<file path="config.mk">
export PLATFORM = sky130hd
export DESIGN_NAME = nn_layer_sequencer
export DESIGN_NICKNAME = d
export VERILOG_FILES = /design/src/rtl/nn_pkg.sv /design/src/rtl/nn_seq_counter.sv /design/src/rtl/nn_layer_sequencer.sv
export SDC_FILE = /design/constraint.sdc
export NUM_CORES = 1
export LEC_CHECK = 0
export CORE_UTILIZATION = 29
export CTS_BUF_LIST = sky130_fd_sc_hd__clkbuf_8 sky130_fd_sc_hd__clkbuf_16
export CTS_CLUSTER_DIAMETER = 60
export DETAILED_ROUTE_END_ITERATION = 12
export GPL_TIMING_DRIVEN = 0
export PLACE_DENSITY = 0.6
export SYNTH_ARGS = -nofsm -noshare
export SYNTH_HDL_FRONTEND = slang
export SYNTH_SLANG_ARGS = --single-unit
</file>
<file path="constraint.sdc">
create_clock -name clk -period 4.8 [get_ports clk]
set_clock_uncertainty 0.2 [all_clocks]
set_input_delay 0.72 -clock clk [delete_from_list [all_inputs] [get_ports clk]]
set_output_delay 0.72 -clock clk [all_outputs]
set_load 0.01 [all_outputs]
</file>
<file path="src/rtl/nn_pkg.sv">
// Shared constants and FSM encoding for the two-layer MNIST inference datapath.
// Latency: none (declarations only).
// Backpressure: none (declarations only).
//
// Holds the network geometry (784 -> 200 -> 10), datapath word widths, the
// weight1 address width and the sequencer state encoding used by
// nn_layer_sequencer and nn_seq_counter.
package nn_pkg;

    // Network geometry
    localparam int N_IN  = 784;     // pixels per image
    localparam int N_HID = 200;     // hidden neurons
    localparam int N_OUT = 10;      // output classes / weight2 row length

    // Datapath word widths
    localparam int PIX_W = 9;
    localparam int W1_W  = 9;
    localparam int W2_W  = 16;

    // Address / index widths
    localparam int W1_AW = 18;      // covers N_IN*N_HID = 156800
    localparam int IN_AW = 10;      // input-SRAM address (pixel index j)
    localparam int HID_W = 8;       // hidden neuron index i

    // Sequencer states, kept as plain constants so older tools and scripts
    // can match on the raw encoding.
    localparam logic [2:0] S_IDLE    = 3'd0;
    localparam logic [2:0] S_L1_MAC  = 3'd1;
    localparam logic [2:0] S_L1_ACT  = 3'd2;
    localparam logic [2:0] S_W2_WAIT = 3'd3;
    localparam logic [2:0] S_L2_MAC  = 3'd4;
    localparam logic [2:0] S_OUT_ACT = 3'd5;

    typedef enum logic [2:0] {
        ST_IDLE    = S_IDLE,
        ST_L1_MAC  = S_L1_MAC,
        ST_L1_ACT  = S_L1_ACT,
        ST_W2_WAIT = S_W2_WAIT,
        ST_L2_MAC  = S_L2_MAC,
        ST_OUT_ACT = S_OUT_ACT
    } nn_state_e;

endpackage

</file>
<file path="src/rtl/nn_seq_counter.sv">
// Loop counter group for the layer sequencer: pixel index j, weight1 address, hidden index i.
// Latency: counters update on the clock edge following clr_i / j_inc_i / i_inc_i.
// Backpressure: none; the caller simply withholds j_inc_i while the weight1 stream stalls.
//
// Ports:
//   clk, reset    clock and asynchronous active-high reset
//   clr_i         zero all three counters (start of an inference)
//   j_inc_i       one weight1 word consumed: advance j (wrapping) and w1_addr
//   i_inc_i       advance to the next hidden neuron
//   j_o           pixel index j
//   w1_addr_o     running weight1 address i*N_IN + j
//   i_o           hidden neuron index i
//   j_last_o      j is at N_IN-1
//   i_last_o      i is at N_HID-1
module nn_seq_counter
    import nn_pkg::*;
#(
    parameter int N_IN  = nn_pkg::N_IN,
    parameter int N_HID = nn_pkg::N_HID,
    parameter int W1_AW = nn_pkg::W1_AW
) (
    input  logic             clk,
    input  logic             reset,
    input  logic             clr_i,
    input  logic             j_inc_i,
    input  logic             i_inc_i,
    output logic [IN_AW-1:0] j_o,
    output logic [W1_AW-1:0] w1_addr_o,
    output logic [HID_W-1:0] i_o,
    output logic             j_last_o,
    output logic             i_last_o
);

    logic [IN_AW-1:0] j_q, j_d;
    logic [W1_AW-1:0] w1_addr_q, w1_addr_d;
    logic [HID_W-1:0] i_q, i_d;

    assign j_last_o = (j_q == IN_AW'(N_IN - 1));
    assign i_last_o = (i_q == HID_W'(N_HID - 1));

    // w1_addr is never reset at a neuron boundary: it keeps counting through
    // the j wrap, so it always equals i*N_IN + j without a multiplier.
    always_comb begin
        j_d       = j_q;
        w1_addr_d = w1_addr_q;
        i_d       = i_q;
        if (clr_i) begin
            j_d       = '0;
            w1_addr_d = '0;
            i_d       = '0;
        end else begin
            if (j_inc_i) begin
                j_d       = j_last_o ? '0 : j_q + IN_AW'(1);
                w1_addr_d = w1_addr_q + W1_AW'(1);
            end
            if (i_inc_i) begin
                i_d = i_q + HID_W'(1);
            end
        end
    end

    always_ff @(posedge clk or posedge reset) begin
        if (reset) begin
            j_q       <= '0;
            w1_addr_q <= '0;
            i_q       <= '0;
        end else begin
            j_q       <= j_d;
            w1_addr_q <= w1_addr_d;
            i_q       <= i_d;
        end
    end

    assign j_o       = j_q;
    assign w1_addr_o = w1_addr_q;
    assign i_o       = i_q;

endmodule

</file>
<file path="src/rtl/nn_layer_sequencer.sv">
// Central controller for the two-layer MNIST datapath: walks pixels per hidden neuron, drives MAC/activation strobes.
// Latency: N_IN+2 cycles per hidden neuron without stalls; done pulses two cycles after the last L2_MAC.
// Backpressure: stalls in L1_MAC while w1_valid=0 and in W2_WAIT until the weight2 row for the neuron arrives.
//
// Ports:
//   clk, reset         clock and asynchronous active-high reset
//   start              begin one inference (only sampled in IDLE)
//   busy, done         status; done is a one-cycle pulse in the first IDLE cycle
//   in_addr, w1_addr   pixel index j and weight1 address i*N_IN+j
//   w1_valid           off-chip weight1 word present this cycle
//   mac1_clr, mac1_en  layer-1 accumulator clear / accumulate
//   act1_en, hid_idx   hidden activation strobe and current hidden neuron i
//   w2_load_next_row   request for weight2 row i; w2_row_ready reports arrival
//   mac2_clr, mac2_en  layer-2 accumulator clear / accumulate
//   out_act_en         final activation/argmax strobe
//   stall_cycles       (only with NNSEQ_PERF_CNT_EN) saturating stall-cycle counter
//
// Build option: define NNSEQ_PERF_CNT_EN to add the stall_cycles counter.
module nn_layer_sequencer
    import nn_pkg::*;
#(
    parameter int N_IN  = nn_pkg::N_IN,
    parameter int N_HID = nn_pkg::N_HID,
    parameter int W1_AW = nn_pkg::W1_AW
) (
    input  logic             clk,
    input  logic             reset,
    input  logic             start,
    output logic             busy,
    output logic             done,
    output logic [IN_AW-1:0] in_addr,
    output logic [W1_AW-1:0] w1_addr,
    input  logic             w1_valid,
    output logic             mac1_clr,
    output logic             mac1_en,
    output logic             act1_en,
    output logic [HID_W-1:0] hid_idx,
    output logic             w2_load_next_row,
    input  logic             w2_row_ready,
    output logic             mac2_clr,
    output logic             mac2_en,
`ifdef NNSEQ_PERF_CNT_EN
    output logic [31:0]      stall_cycles,
`endif
    output logic             out_act_en
);

    nn_state_e state_q, state_d;
    logic      w2_have_q, w2_have_d;    // weight2 row for the current neuron is in SRAM
    logic      first_q, first_d;        // first cycle of this neuron's L1_MAC
    logic      done_q, done_d;

    logic      start_acc;
    logic      l1_word;
    logic      in_l2;
    logic      j_last, i_last;

    // start is honoured only in IDLE; masking with reset keeps the clear
    // strobes quiet while reset is held.
    assign start_acc = (state_q == ST_IDLE) && start && !reset;
    assign l1_word   = (state_q == ST_L1_MAC) && w1_valid;
    assign in_l2     = (state_q == ST_L2_MAC);

    nn_seq_counter #(
        .N_IN  (N_IN),
        .N_HID (N_HID),
        .W1_AW (W1_AW)
    ) u_cnt (
        .clk       (clk),
        .reset     (reset),
        .clr_i     (start_acc),
        .j_inc_i   (l1_word),
        .i_inc_i   (in_l2 && !i_last),
        .j_o       (in_addr),
        .w1_addr_o (w1_addr),
        .i_o       (hid_idx),
        .j_last_o  (j_last),
        .i_last_o  (i_last)
    );

    always_comb begin
        state_d = state_q;
        case (state_q)
            ST_IDLE:    if (start_acc) state_d = ST_L1_MAC;
            ST_L1_MAC:  if (w1_valid && j_last) state_d = ST_L1_ACT;
            ST_L1_ACT:  state_d = w2_have_q ? ST_L2_MAC : ST_W2_WAIT;
            // Leave on the arrival pulse itself so mac2_en lands in the very
            // next cycle rather than waiting for the flag to register.
            ST_W2_WAIT: if (w2_have_q || w2_row_ready) state_d = ST_L2_MAC;
            ST_L2_MAC:  state_d = i_last ? ST_OUT_ACT : ST_L1_MAC;
            ST_OUT_ACT: state_d = ST_IDLE;
            default:    state_d = ST_IDLE;
        endcase
    end

    // Row arrival sets the flag and beats the clear from L2_MAC; a duplicate
    // arrival while already set leaves it set. Arrivals in IDLE are dropped.
    always_comb begin
        if (state_q == ST_IDLE) begin
            w2_have_d = 1'b0;
        end else if (w2_row_ready) begin
            w2_have_d = 1'b1;
        end else if (in_l2) begin
            w2_have_d = 1'b0;
        end else begin
            w2_have_d = w2_have_q;
        end
    end

    // Marks the entry cycle of L1_MAC (from IDLE or L2_MAC) so the weight2
    // request fires exactly once per neuron even if that cycle is stalled.
    assign first_d = (state_d == ST_L1_MAC) && (state_q != ST_L1_MAC);
    assign done_d  = (state_q == ST_OUT_ACT);

    always_ff @(posedge clk or posedge reset) begin
        if (reset) begin
            state_q   <= ST_IDLE;
            w2_have_q <= 1'b0;
            first_q   <= 1'b0;
            done_q    <= 1'b0;
        end else begin
            state_q   <= state_d;
            w2_have_q <= w2_have_d;
            first_q   <= first_d;
            done_q    <= done_d;
        end
    end

    assign busy             = (state_q != ST_IDLE);
    assign done             = done_q;
    assign mac1_en          = l1_word;
    assign mac1_clr         = start_acc || (in_l2 && !i_last);
    assign mac2_clr         = start_acc;
    assign act1_en          = (state_q == ST_L1_ACT);
    assign w2_load_next_row = (state_q == ST_L1_MAC) && first_q;
    assign mac2_en          = in_l2;
    assign out_act_en       = (state_q == ST_OUT_ACT);

`ifdef NNSEQ_PERF_CNT_EN
    logic [31:0] stall_q, stall_d;
    logic        stall_evt;

    assign stall_evt = ((state_q == ST_L1_MAC) && !w1_valid) || (state_q == ST_W2_WAIT);

    always_comb begin
        stall_d = stall_q;
        if (start_acc) begin
            stall_d = '0;
        end else if (stall_evt && (stall_q != '1)) begin
            stall_d = stall_q + 32'd1;
        end
    end

    always_ff @(posedge clk or posedge reset) begin
        if (reset) begin
            stall_q <= '0;
        end else begin
            stall_q <= stall_d;
        end
    end

    assign stall_cycles = stall_q;
`endif

endmodule

</file>
==> flow_summary.ini, run 1 <==
[placement]
hpwlAfterDp_microns = 3986
gp_routability_congestion = 0.8075
post-place-ws_ns = 0.9079
place_area_sq_um = 2872
port_buffers = 49

[worst_setup_path]
startpoint_type = primary input
crit_path_frequent_cell = clkdlybuf4s50_1
crit_slowest_cell = clkdlybuf4s50_1
crit_buf_inv = 5
cp_slowest_stage_delay_ns = 0.58
critical_path_class = primary input to output pin
crit_arrival_ns = 2.95
critPathRequiredTime_ns = 3.88
cp_cell_sequence = clkdlybuf4s50_1, or3b_2, clkbuf_1, inv_2, buf_2, clkdlybuf4s50_1
worstSetupEndpointType = output pin
crit_family = buffers and inverters
critPathMaxFanout = 10

[power]
vdd.ir_drop.worst_uv = 121.9
p_leak_nw = 1.185
p_per_area_nw_per_um2 = 329.7

[synth]
synth_common_cells = 42 x dfrtp_1, 22 x nor2_1, 21 x nand2_1
synth_top_family_by_area = simple AND/OR/NAND/NOR gates
syn_avg_cell_area_sq_um = 9.601
netlist_area_sq_um = 2237
synth_area_leaders = dfrtp_1 47%, nor2_1 3.7%, nand2_1 3.5%
yosys.area.top_type_share = 0.4698
synth_fp_nets = 241
yosysTopAreaCell = dfrtp_1
synth.area.mux_share = 0.009508
synth-seq-cells = 42
synth.most_common_cell = dfrtp_1
synth_edf_count = 0
synth_adder_area_share = 0.01678
synth_ff_type = dfrtp_1
synthSimpleGateAreaFrac = 0.2478
ys_seq_area_frac = 0.4698
async_flop_share = 1.000
syn-instance-count = 233
yosys_warnings = 0
synth_xor_area_frac = 0.06655
synth_compound_area_frac = 0.1510
synth_cell_types = 50

[sta]
max_slew_margin = 0.4529
fin_crit_sh = 0.8072
setup_tns_ns = 0
final.min_clock_period_ns = 3.875
fmax_mhz = 258.1
tightest_slew_ns = 0.8118
rsz0062_at_grt = no
fin_ws_ns = 0.9253
final-setup-viol-count = 0
hold_viol = 0
drv_slew = 0

[global_routing]
grt_pass1_vias = 1962
grt_pass1_wl_microns = 9404
antenna_found_initial = 0
grt_usage = 0.1419
grt-ovfl-total = 0
grt_max_degree = 34

[final_layout]
finalNetCount = 298
final_util = 0.4000
final_area_sq_um = 2948
area_growth_pct = 31.77
n_fill_cell = 732
drive_above_1_share = 0.08621
antennaDiodeCount = 0

[clock_tree]
clk_latency_ns = 0.29
cts_tree = done
cts.sinks = 42
holdBufCountCts = 0
cts_resized = 0
clk_pin_slew_ns = 0.08
clock_path_buffers = 2
root_buffer = clkbuf_8
numCtsBuffers = 5
cts_setup_buffers = 0
htree_num_levels = 2

[floorplan]
fp.dieW_microns = 89.83
ios = 50
fp.dieArea_sq_um = 8069
start_util = 0.3036
core_sq_um = 7370
fp.dieH_microns = 89.83
placementRows = 31

[route]
num_vias = 1958
wl_per_cell_microns = 14.03
wl_microns = 5457
drc = 0
drt_iter0_markers = 85
dr.pass1.iters = 4
ant_nets = 0
vias_per_cell = 5.033

[min_path]
hold_path.class = flop to flop

[job]
maxCapViolCount = 0

[outcome]
status = complete, no violations
==> worst reg2reg max path, delay by kind of cell (launching register included) <==
| family | cells | cell delay [ns] |
|---|---|---|
| and+or+nand+nor | 3 | 0.93 |
| buffers and inverters | 4 | 0.89 |
| DFF | 1 | 0.36 |
==> state kept, by name (all words and copies together), names as in the netlist <==
name / count
state_q: 3
u_cnt.w1_addr_o: 18
first_q: 1
w2_have_q: 1
u_cnt.j_o: 10
done: 1
u_cnt.i_o: 8
==> routing by layer <==
metal	wire [microns]	track usage	vias up
met3	228	0.03638	5
li1	-	-	970
met5	0	0	-
met1	2678	0.1832	941
met2	2494	0.2378	42
met4	55	0.03279	0
==> per-stage QoR <==
stage	power [W]	hold slack [ns]	instances
2_1_floorplan	0.0006127	0.2683	233
3_3_place_gp	0.0007600	0.2895	381
3_5_place_dp	0.0007672	0.2945	382
4_1_cts	0.0009841	0.3142	389
5_1_grt	0.001034	0.3870	389
6_report	0.0009718	0.3178	389
==> cell usage in the layout (no fill, tap or decap), types with 3 or more instances in the layout <==
cell type        synthesis  final
a21oi_1                 12     12
buf_2                    3      3
clkbuf_1                 3      3
clkbuf_8                 0      5
clkdlybuf4s50_1          0     49
dfrtp_1                 42     42
ha_1                     3      3
inv_1                    8      9
nand2_1                 21     21
nand3_1                 13     13
nand4_1                  9      9
nor2_1                  22     22
o211ai_1                 5      5
o21ai_0                  8      8
o31ai_1                  8      8
or2_2                    3      3
or3_1                    8      8
or4_1                    6      6
xnor2_1                  8      8
xor2_1                   9      9
==> worst paths after layout <==
| check | start | to | slack, ns | depth (start not counted) |
|---|---|---|---|---|
| max | reset | mac2_clr | 0.93 | 6 |
| min | w2_have_q | w2_have_q | 0.32 | 2 |
| max reg2reg | state_q[2] | u_cnt.i_o[1] | 2.31 | 7 |
| min reg2reg | w2_have_q | w2_have_q | 0.32 | 2 |
| max in group asynchronous | reset | u_cnt.w1_addr_o[5] | 3.39 | 3 |
| min in group asynchronous | reset | u_cnt.j_o[2] | 0.55 | 2 |
==> cell type report <==
type / instances / area [sq um] / share of cell area
Clock buffer: 5 / 68.82 / 0.02334
Sequential cell: 42 / 1051 / 0.3565
Multi-Input combinational cell: 173 / 1100 / 0.3731
Tap cell: 99 / 123.9 / 0.04202
Inverter: 10 / 37.54 / 0.01273
Timing Repair Buffer: 50 / 510.5 / 0.1732
Buffer: 8 / 48.80 / 0.01655
Clock inverter: 2 / 7.507 / 0.002547
==> cells by family (layout without fill, tap and decap cells) <==
logic type | after synthesis | count (layout)
simple gates | 102 | 102
compound gates | 49 | 49
fa+ha+maj | 3 | 3
buf+inv | 18 | 75
mux | 2 | 2
xor+xnor | 17 | 17
flops | 42 | 42
==> power by group <==
group | leakage, nW | switching (W) | internal (W)
Clock | 0.0466 | 0.000118 | 0.0000961
Combinational | 0.580 | 0.000121 | 0.000150
Sequential | 0.559 | 0.0000808 | 0.000407
Total | 1.19 | 0.000319 | 0.000653
(Power assumes the default switching activity.)
==> run 2, diff against run 1 <==
- clock period: 4.8 -> 3.8 ns (I/O delays scaled with it)
==> run 2 against run 1 <==
Effect of this change: non-clock buffer count down 1; via count is 0.41% higher; register-to-register slack got worse by 1.2 ns; die area stayed put; sequential power increased by 26%; global-route usage stayed put; power rose by 26%; clock-buffer cell count did not move; combinational power up 26%; flip-flop and latch count did not move.
==> flow_summary.ini, run 2 (synthesis results as in run 1) <==
[outcome]
status = complete, no violations

[route]
wl_microns = 5470
ant_nets = 0
num_vias = 1966
drt_iter0_markers = 84
wl_per_cell_microns = 14.10
vias_per_cell = 5.067
drc = 0
dr.pass1.iters = 4

[floorplan]
ios = 50
fp.dieH_microns = 89.83
start_util = 0.3036
fp.dieW_microns = 89.83
placementRows = 31
core_sq_um = 7370
fp.dieArea_sq_um = 8069

[sta]
hold_viol = 0
final.min_clock_period_ns = 3.615
setup_tns_ns = 0
final-setup-viol-count = 0
max_slew_margin = 0.4500
rsz0062_at_grt = no
fin_crit_sh = 0.9512
fmax_mhz = 276.7
tightest_slew_ns = 0.8161
fin_ws_ns = 0.1854
drv_slew = 0

[worst_setup_path]
cp_cell_sequence = buf_2, or3_1, or3b_2, clkbuf_1, inv_2, clkdlybuf4s50_1
critPathRequiredTime_ns = 3.03
crit_family = buffers and inverters
r2r_start = state_q[2]
critical_path_class = flop to output pin
worstSetupEndpointType = output pin
crit_arrival_ns = 2.84
crit_slowest_cell = clkdlybuf4s50_1
crit_buf_inv = 4
cp_slowest_stage_delay_ns = 0.60
worstSetupStartpoint = state_q[2]
startpoint_type = flop
critPathMaxFanout = 16

[power]
switchingPower_w = 0.0004024
p_per_area_nw_per_um2 = 416.8
pwr-share-comb = 0.278
seqPwrFrac = 0.502
p_leak_nw = 1.180
finalPower_w = 0.001227
vdd.ir_drop.worst_uv = 154.0
p_int_w = 0.0008242
switching_share = 0.3280
power.share.clock = 0.219

[placement]
place_area_sq_um = 2872
dp_cells = 382
hpwlAfterDp_microns = 3986
post-place-ws_ns = 0.2079
port_buffers = 49
gp_routability_congestion = 0.8075

[clock_tree]
htree_num_levels = 2
root_buffer = clkbuf_8
clk_latency_ns = 0.29
clk_pin_slew_ns = 0.08
cts_tree = done
cts_setup_buffers = 0
cts.sinks = 42
holdBufCountCts = 0
numCtsBuffers = 5
cts_resized = 0
clock_path_buffers = 2

[min_path]
hold_path.class = flop to flop
hold_start = w2_have_q

[global_routing]
grt_pass1_vias = 1962
grt_max_degree = 34
grt_usage = 0.1419
grt-ovfl-total = 0
antenna_found_initial = 0
grt_pass1_wl_microns = 9404

[final_layout]
antennaDiodeCount = 0
finalNetCount = 297
final_common_cell = clkdlybuf4s50_1
finalNonFillerCells = 388
final_area_sq_um = 2943
final_cell_mix = 49 x clkdlybuf4s50_1, 42 x dfrtp_1, 22 x nor2_1
area_growth_pct = 31.54
drive_above_1_share = 0.08304
largest_reg_flops = 18

[job]
maxCapViolCount = 0
run 2: changes by cell type in the layout (fill, tap and decap cells not counted):
cell   previous run  this run
buf_2             3         2
run 2: final timing paths:
check / to / slack (ns) / cells past startpoint
max in group asynchronous: u_cnt.w1_addr_o[5] / 2.54 / 3
hold / removal: w2_have_q / 0.32 / 2
setup / recovery: mac2_clr / 0.19 / 6
min in group asynchronous: u_cnt.j_o[2] / 0.40 / 2
hold reg to reg: w2_have_q / 0.32 / 2
setup reg to reg: u_cnt.i_o[1] / 1.15 / 7
run 2: power by group through the flow:
stage	registers [W]	logic, W	clock network (W)
global route	0.000633	0.000375	0.000298
floorplan	0.000632	0.000142	0
detailed placement	0.000623	0.000346	0
CTS	0.000616	0.000346	0.000281
finish	0.000616	0.000341	0.000269
global placement	0.000622	0.000338	0
run 2: cell type report:
| cell class | count | area, sq um |
|---|---|---|
| well taps | 99 | 123.9 |
| flip-flops and latches | 42 | 1051 |
| fillers | 732 | 4427 |
| clock inverters | 2 | 7.507 |
| inverters | 10 | 37.54 |
| repair buffers | 50 | 510.5 |
| plain buffers | 7 | 43.79 |
| clock buffers | 5 | 68.82 |
| multi-input cells | 173 | 1100 |
run 2: per-layer routing:
| metal | vias to the layer above | GRT usage | share of wire | wire (microns) |
|---|---|---|---|---|
| met5 | - | 0 | 0 | 0 |
| met4 | 0 | 0.03279 | 0.0049 | 27 |
| met3 | 2 | 0.03638 | 0.048 | 262 |
| met2 | 49 | 0.2378 | 0.46 | 2520 |
| met1 | 947 | 0.1832 | 0.49 | 2660 |
| li1 | 968 | - | - | - |
run 2: worst register-to-register path: stages (launching register included):
cell	delay, ns
dfrtp_1	0.36
buf_2	0.17
or3_1	0.40
or3b_2	0.45
clkbuf_1	0.26
inv_2	0.32
buf_2	0.31
nor2_1	0.08
run 2: metrics by stage:
stage          utilization  hold WS, ns
5_1_grt             0.3993       0.3870
3_5_place_dp        0.3896       0.2945
3_3_place_gp        0.3869       0.2895
2_1_floorplan            -       0.2683
4_1_cts             0.4000       0.3142
6_report            0.3993       0.3178
==> run 3, diff against run 2 <==
- CELL_PAD_IN_SITES_DETAIL_PLACEMENT: default -> 0
- CELL_PAD_IN_SITES_GLOBAL_PLACEMENT: default -> 1
- PLACE_DENSITY: 0.6 -> 0.72
- TNS_END_PERCENT: default -> 5
==> run 3 against run 2 <==
Effect of this change: cell count is 0.26% higher; non-clock buffer count stayed put; sequential power hardly changed; clock power is 26% higher; power is 5.8% higher.
==> flow_summary.ini, run 3 (synthesis results as in run 1) <==
[outcome]
status = complete, no violations

[clock_tree]
cts.sinks = 42
clock_path_buffers = 2
numCtsBuffers = 5
htree_num_levels = 2
cts_tree = done
cts_setup_buffers = 0
clk_latency_ns = 0.29
root_buffer = clkbuf_8
clk_pin_slew_ns = 0.08

[route]
ant_nets = 0
dr.pass1.iters = 4
wl_per_cell_microns = 14.12
drc = 0
drt_iter0_markers = 93
wl_microns = 5493
num_vias = 1946
vias_per_cell = 5.003

[placement]
place_area_sq_um = 2872
gp_routability_congestion = 0.7870
hpwlAfterDp_microns = 4035
dp_cells = 382
port_buffers = 49

[worst_setup_path]
critPathRequiredTime_ns = 3.03
r2r.worst_path.cells = 5
startpoint_type = flop
r2r_start = state_q[0]
critPathMaxFanout = 10
critical_path_class = flop to output pin
regToRegSetupSlack_ns = 1.37
timing.rr.end = u_cnt.w1_addr_o[17]
worstSetupEndpointType = output pin
crit_arrival_ns = 2.84

[global_routing]
grt_pass1_wl_microns = 9225
grt_pass1_vias = 1855
grt-ovfl-total = 0
grt_max_degree = 27
grt_usage = 0.1412
antenna_found_initial = 0

[sta]
max_slew_margin = 0.4408
rsz0062_at_grt = no
fmax_mhz = 277.2
final.min_clock_period_ns = 3.607
tightest_slew_ns = 0.8297
holdWs_ns = 0.3107
setup_tns_ns = 0
final-setup-viol-count = 0
hold_viol = 0
fin_crit_sh = 0.9493
drv_slew = 0

[power]
p_per_area_nw_per_um2 = 436.2
vdd.ir_drop.worst_uv = 125.8
p_leak_nw = 1.198

[final_layout]
finalNonFillerCells = 389
ff_latch_area_sq_um = 1051
largest_reg_flops = 18
n_fill_cell = 761
antennaDiodeCount = 0
area_growth_pct = 32.94
final_area_sq_um = 2974
final_common_cell = clkdlybuf4s50_1
finalNetCount = 297
final_cell_mix = 49 x clkdlybuf4s50_1, 42 x dfrtp_1, 22 x nor2_1
drive_above_1_share = 0.08966
multiInputGateArea_sq_um = 1100

[floorplan]
fp.dieArea_sq_um = 8069
core_sq_um = 7370
placementRows = 31
start_util = 0.3036
fp.dieH_microns = 89.83
fp.dieW_microns = 89.83
ios = 50

[min_path]
holdPathEnd = w2_have_q
hold_depth = 2
hold_path.class = flop to flop
hold_start = w2_have_q

[job]
maxCapViolCount = 0
run 3: power breakdown:
group / total, W / internal (W) / switching [W] / leakage, nW
registers: 0.000615 / 0.000514 / 0.000101 / 0.559
clock network: 0.000340 / 0.000191 / 0.000149 / 0.0607
logic: 0.000342 / 0.000189 / 0.000153 / 0.579
total: 0.00130 / 0.000894 / 0.000403 / 1.20
run 3: metrics by stage:
step | total power, W | setup slack (ns) | util
3_3_place_gp | 0.0009604 | 0.2468 | 0.3869
5_1_grt | 0.001387 | 0.05821 | 0.4036
3_5_place_dp | 0.0009717 | 0.1860 | 0.3896
6_report | 0.001297 | 0.1925 | 0.4036
4_1_cts | 0.001318 | 0.01363 | 0.4041
2_1_floorplan | 0.0007740 | 1.184 | -
run 3: worst max path at each step:
| stage | start | to | cells after the start |
|---|---|---|---|
| 3_3_place_gp | reset | mac2_clr | 6 |
| 3_5_place_dp | reset | mac2_clr | 6 |
| 4_1_cts | state_q[2] | mac2_clr | 7 |
| 2_1_floorplan | state_q[2] | mac2_clr | 6 |
| 5_1_grt | state_q[2] | mac2_clr | 6 |
| 6_report | state_q[2] | mac2_clr | 6 |
run 3: layout make-up:
type | instances | area share
plain buffers | 7 | 0.01515
flip-flops and latches | 42 | 0.3534
inverters | 10 | 0.01262
multi-input cells | 173 | 0.3698
clock inverters | 3 | 0.01262
clock buffers | 5 | 0.02314
repair buffers | 50 | 0.1716
well taps | 99 | 0.04165
run 3: repair_timing:
item                       in CTS  in global routing
hold buffers                    0                  0
resized for setup               0                  0
setup endpoints to repair       0                  1
run 3: layer usage:
| metal | share of wire | global-route usage | routed length, microns | vias up |
|---|---|---|---|---|
| met5 | 0 | 0 | 0 | - |
| met2 | 0.45 | 0.2250 | 2475 | 47 |
| li1 | - | - | - | 974 |
| met4 | 0.0071 | 0.04098 | 39 | 0 |
| met3 | 0.038 | 0.02284 | 207 | 5 |
| met1 | 0.50 | 0.1969 | 2771 | 920 |
run 3: worst max-delay path: stages (launching register included):
cell and delay (ns):
dfrtp_1 0.36, buf_2 0.17, or3_1 0.41, or3b_2 0.60
inv_2 0.18, buf_2 0.26, clkdlybuf4s50_1 0.57
==> RTL change (flow settings as in run 3) <==
Build with the macro `NNSEQ_PERF_CNT_EN` defined.
--- a/src/rtl/nn_layer_sequencer.sv
+++ b/src/rtl/nn_layer_sequencer.sv
@@ -17,4 +17,6 @@
 //
 // Build option: define NNSEQ_PERF_CNT_EN to add the stall_cycles counter.
+`define NNSEQ_PERF_CNT_EN
+
 module nn_layer_sequencer
     import nn_pkg::*;
Formal check against the unedited RTL (old outputs only; new: stall_cycles): equivalent (Yosys induction, for registers that start in step).
==> RTL change against run 3 <==
Register-to-register slack lost 0.11 ns; via count grew 89%; sequential cell count up 32; routed wire length grew 99%; area after synthesis grew 76%; total power increased by 88%; sequential share of layout area fell by 0.47 points; final area grew 79%; setup slack worse by 0.027 ns; core utilization decreased by 0.26 points; sequential power increased by 64%; largest cell class unchanged.
==> RTL change: results (changes against run 3) <==
outcome: finished clean (unchanged)
Worst Setup SP: reset (was state_q[2]$_DFF_PP0_)
mux contribution to synthesized area: 0.764% (was 0.951%)
DR WL met3: 524 um (was 207 um)
via count: 3679 (was 1946)
DRT met1 WL: 5000 um (was 2770 um)
max FFs per register: 32 (was 18)
Synth cell types: 49 (was 50)
Post-Synth Adder-Cell Area: 1.27% (was 1.68%)
R2R setup slack: 1.26 ns (was 1.37 ns)
IO Port Bufs: 81 (was 49)
WHS: 0.317 ns (was 0.311 ns)
WL met2: 5280 um (was 2480 um)
syn avg cell area: 9.29 um2 (was 9.60 um2)
r2r endpoint: u_cnt.w1_addr_o[12]$_DFFE_PP0P_ (was u_cnt.w1_addr_o[17]$_DFFE_PP0P_)
nets: 526 (was 297)
Routability Congestion: 0.818 (was 0.787)
Post-Synth XOR/XNOR Area: 4.01% (was 6.66%)
reg2reg path depth: 7 (was 5)
layout cell share with drive strength beyond 1: 7.47% (was 8.97%)
Critical path destination: mac1_clr (was mac2_clr)
crit-path max cell delay: 0.63 ns (was 0.60 ns)
syn nets: 432 (was 241)
Crit Path Max Fanout: 38 (was 10)
post-route insts no fill: 698 (was 389)
Root Driver: clkbuf_16 (was clkbuf_8)
Placement Cell Area: 4980 um2 (was 2870 um2)
post-synthesis sequential area ratio: 47.1% (was 47.0%)
HPWL after detailed placement: 7840 um (was 4030 um)
[RTL change: changes by cell type after synthesis, moves of 8 or more]
| cell | run 3 | this run |
|---|---|---|
| a21oi_1 | 12 | 27 |
| and3_1 | 2 | 12 |
| dfrtp_1 | 42 | 74 |
| nand2_1 | 21 | 40 |
| nand3_1 | 13 | 25 |
| nor2_1 | 22 | 30 |
| o21ai_0 | 8 | 24 |
[RTL change: power by group]
| part | internal, mW | switching, mW | total (mW) |
|---|---|---|---|
| logic | 0.271 | 0.249 | 0.520 |
| clock network | 0.569 | 0.331 | 0.900 |
| registers | 0.880 | 0.134 | 1.01 |
[RTL change: area by class of cell]
cell class,instances,area [um2]
Tap cell,176,220
Fill cell,1359,7930
Timing Repair Buffer,83,838
Timing Repair inverter,1,5.00
Inverter,13,52.6
Clock inverter,7,86.3
Multi-Input combinational cell,316,1950
Buffer,19,85.1
Sequential cell,74,1850
Clock buffer,9,225
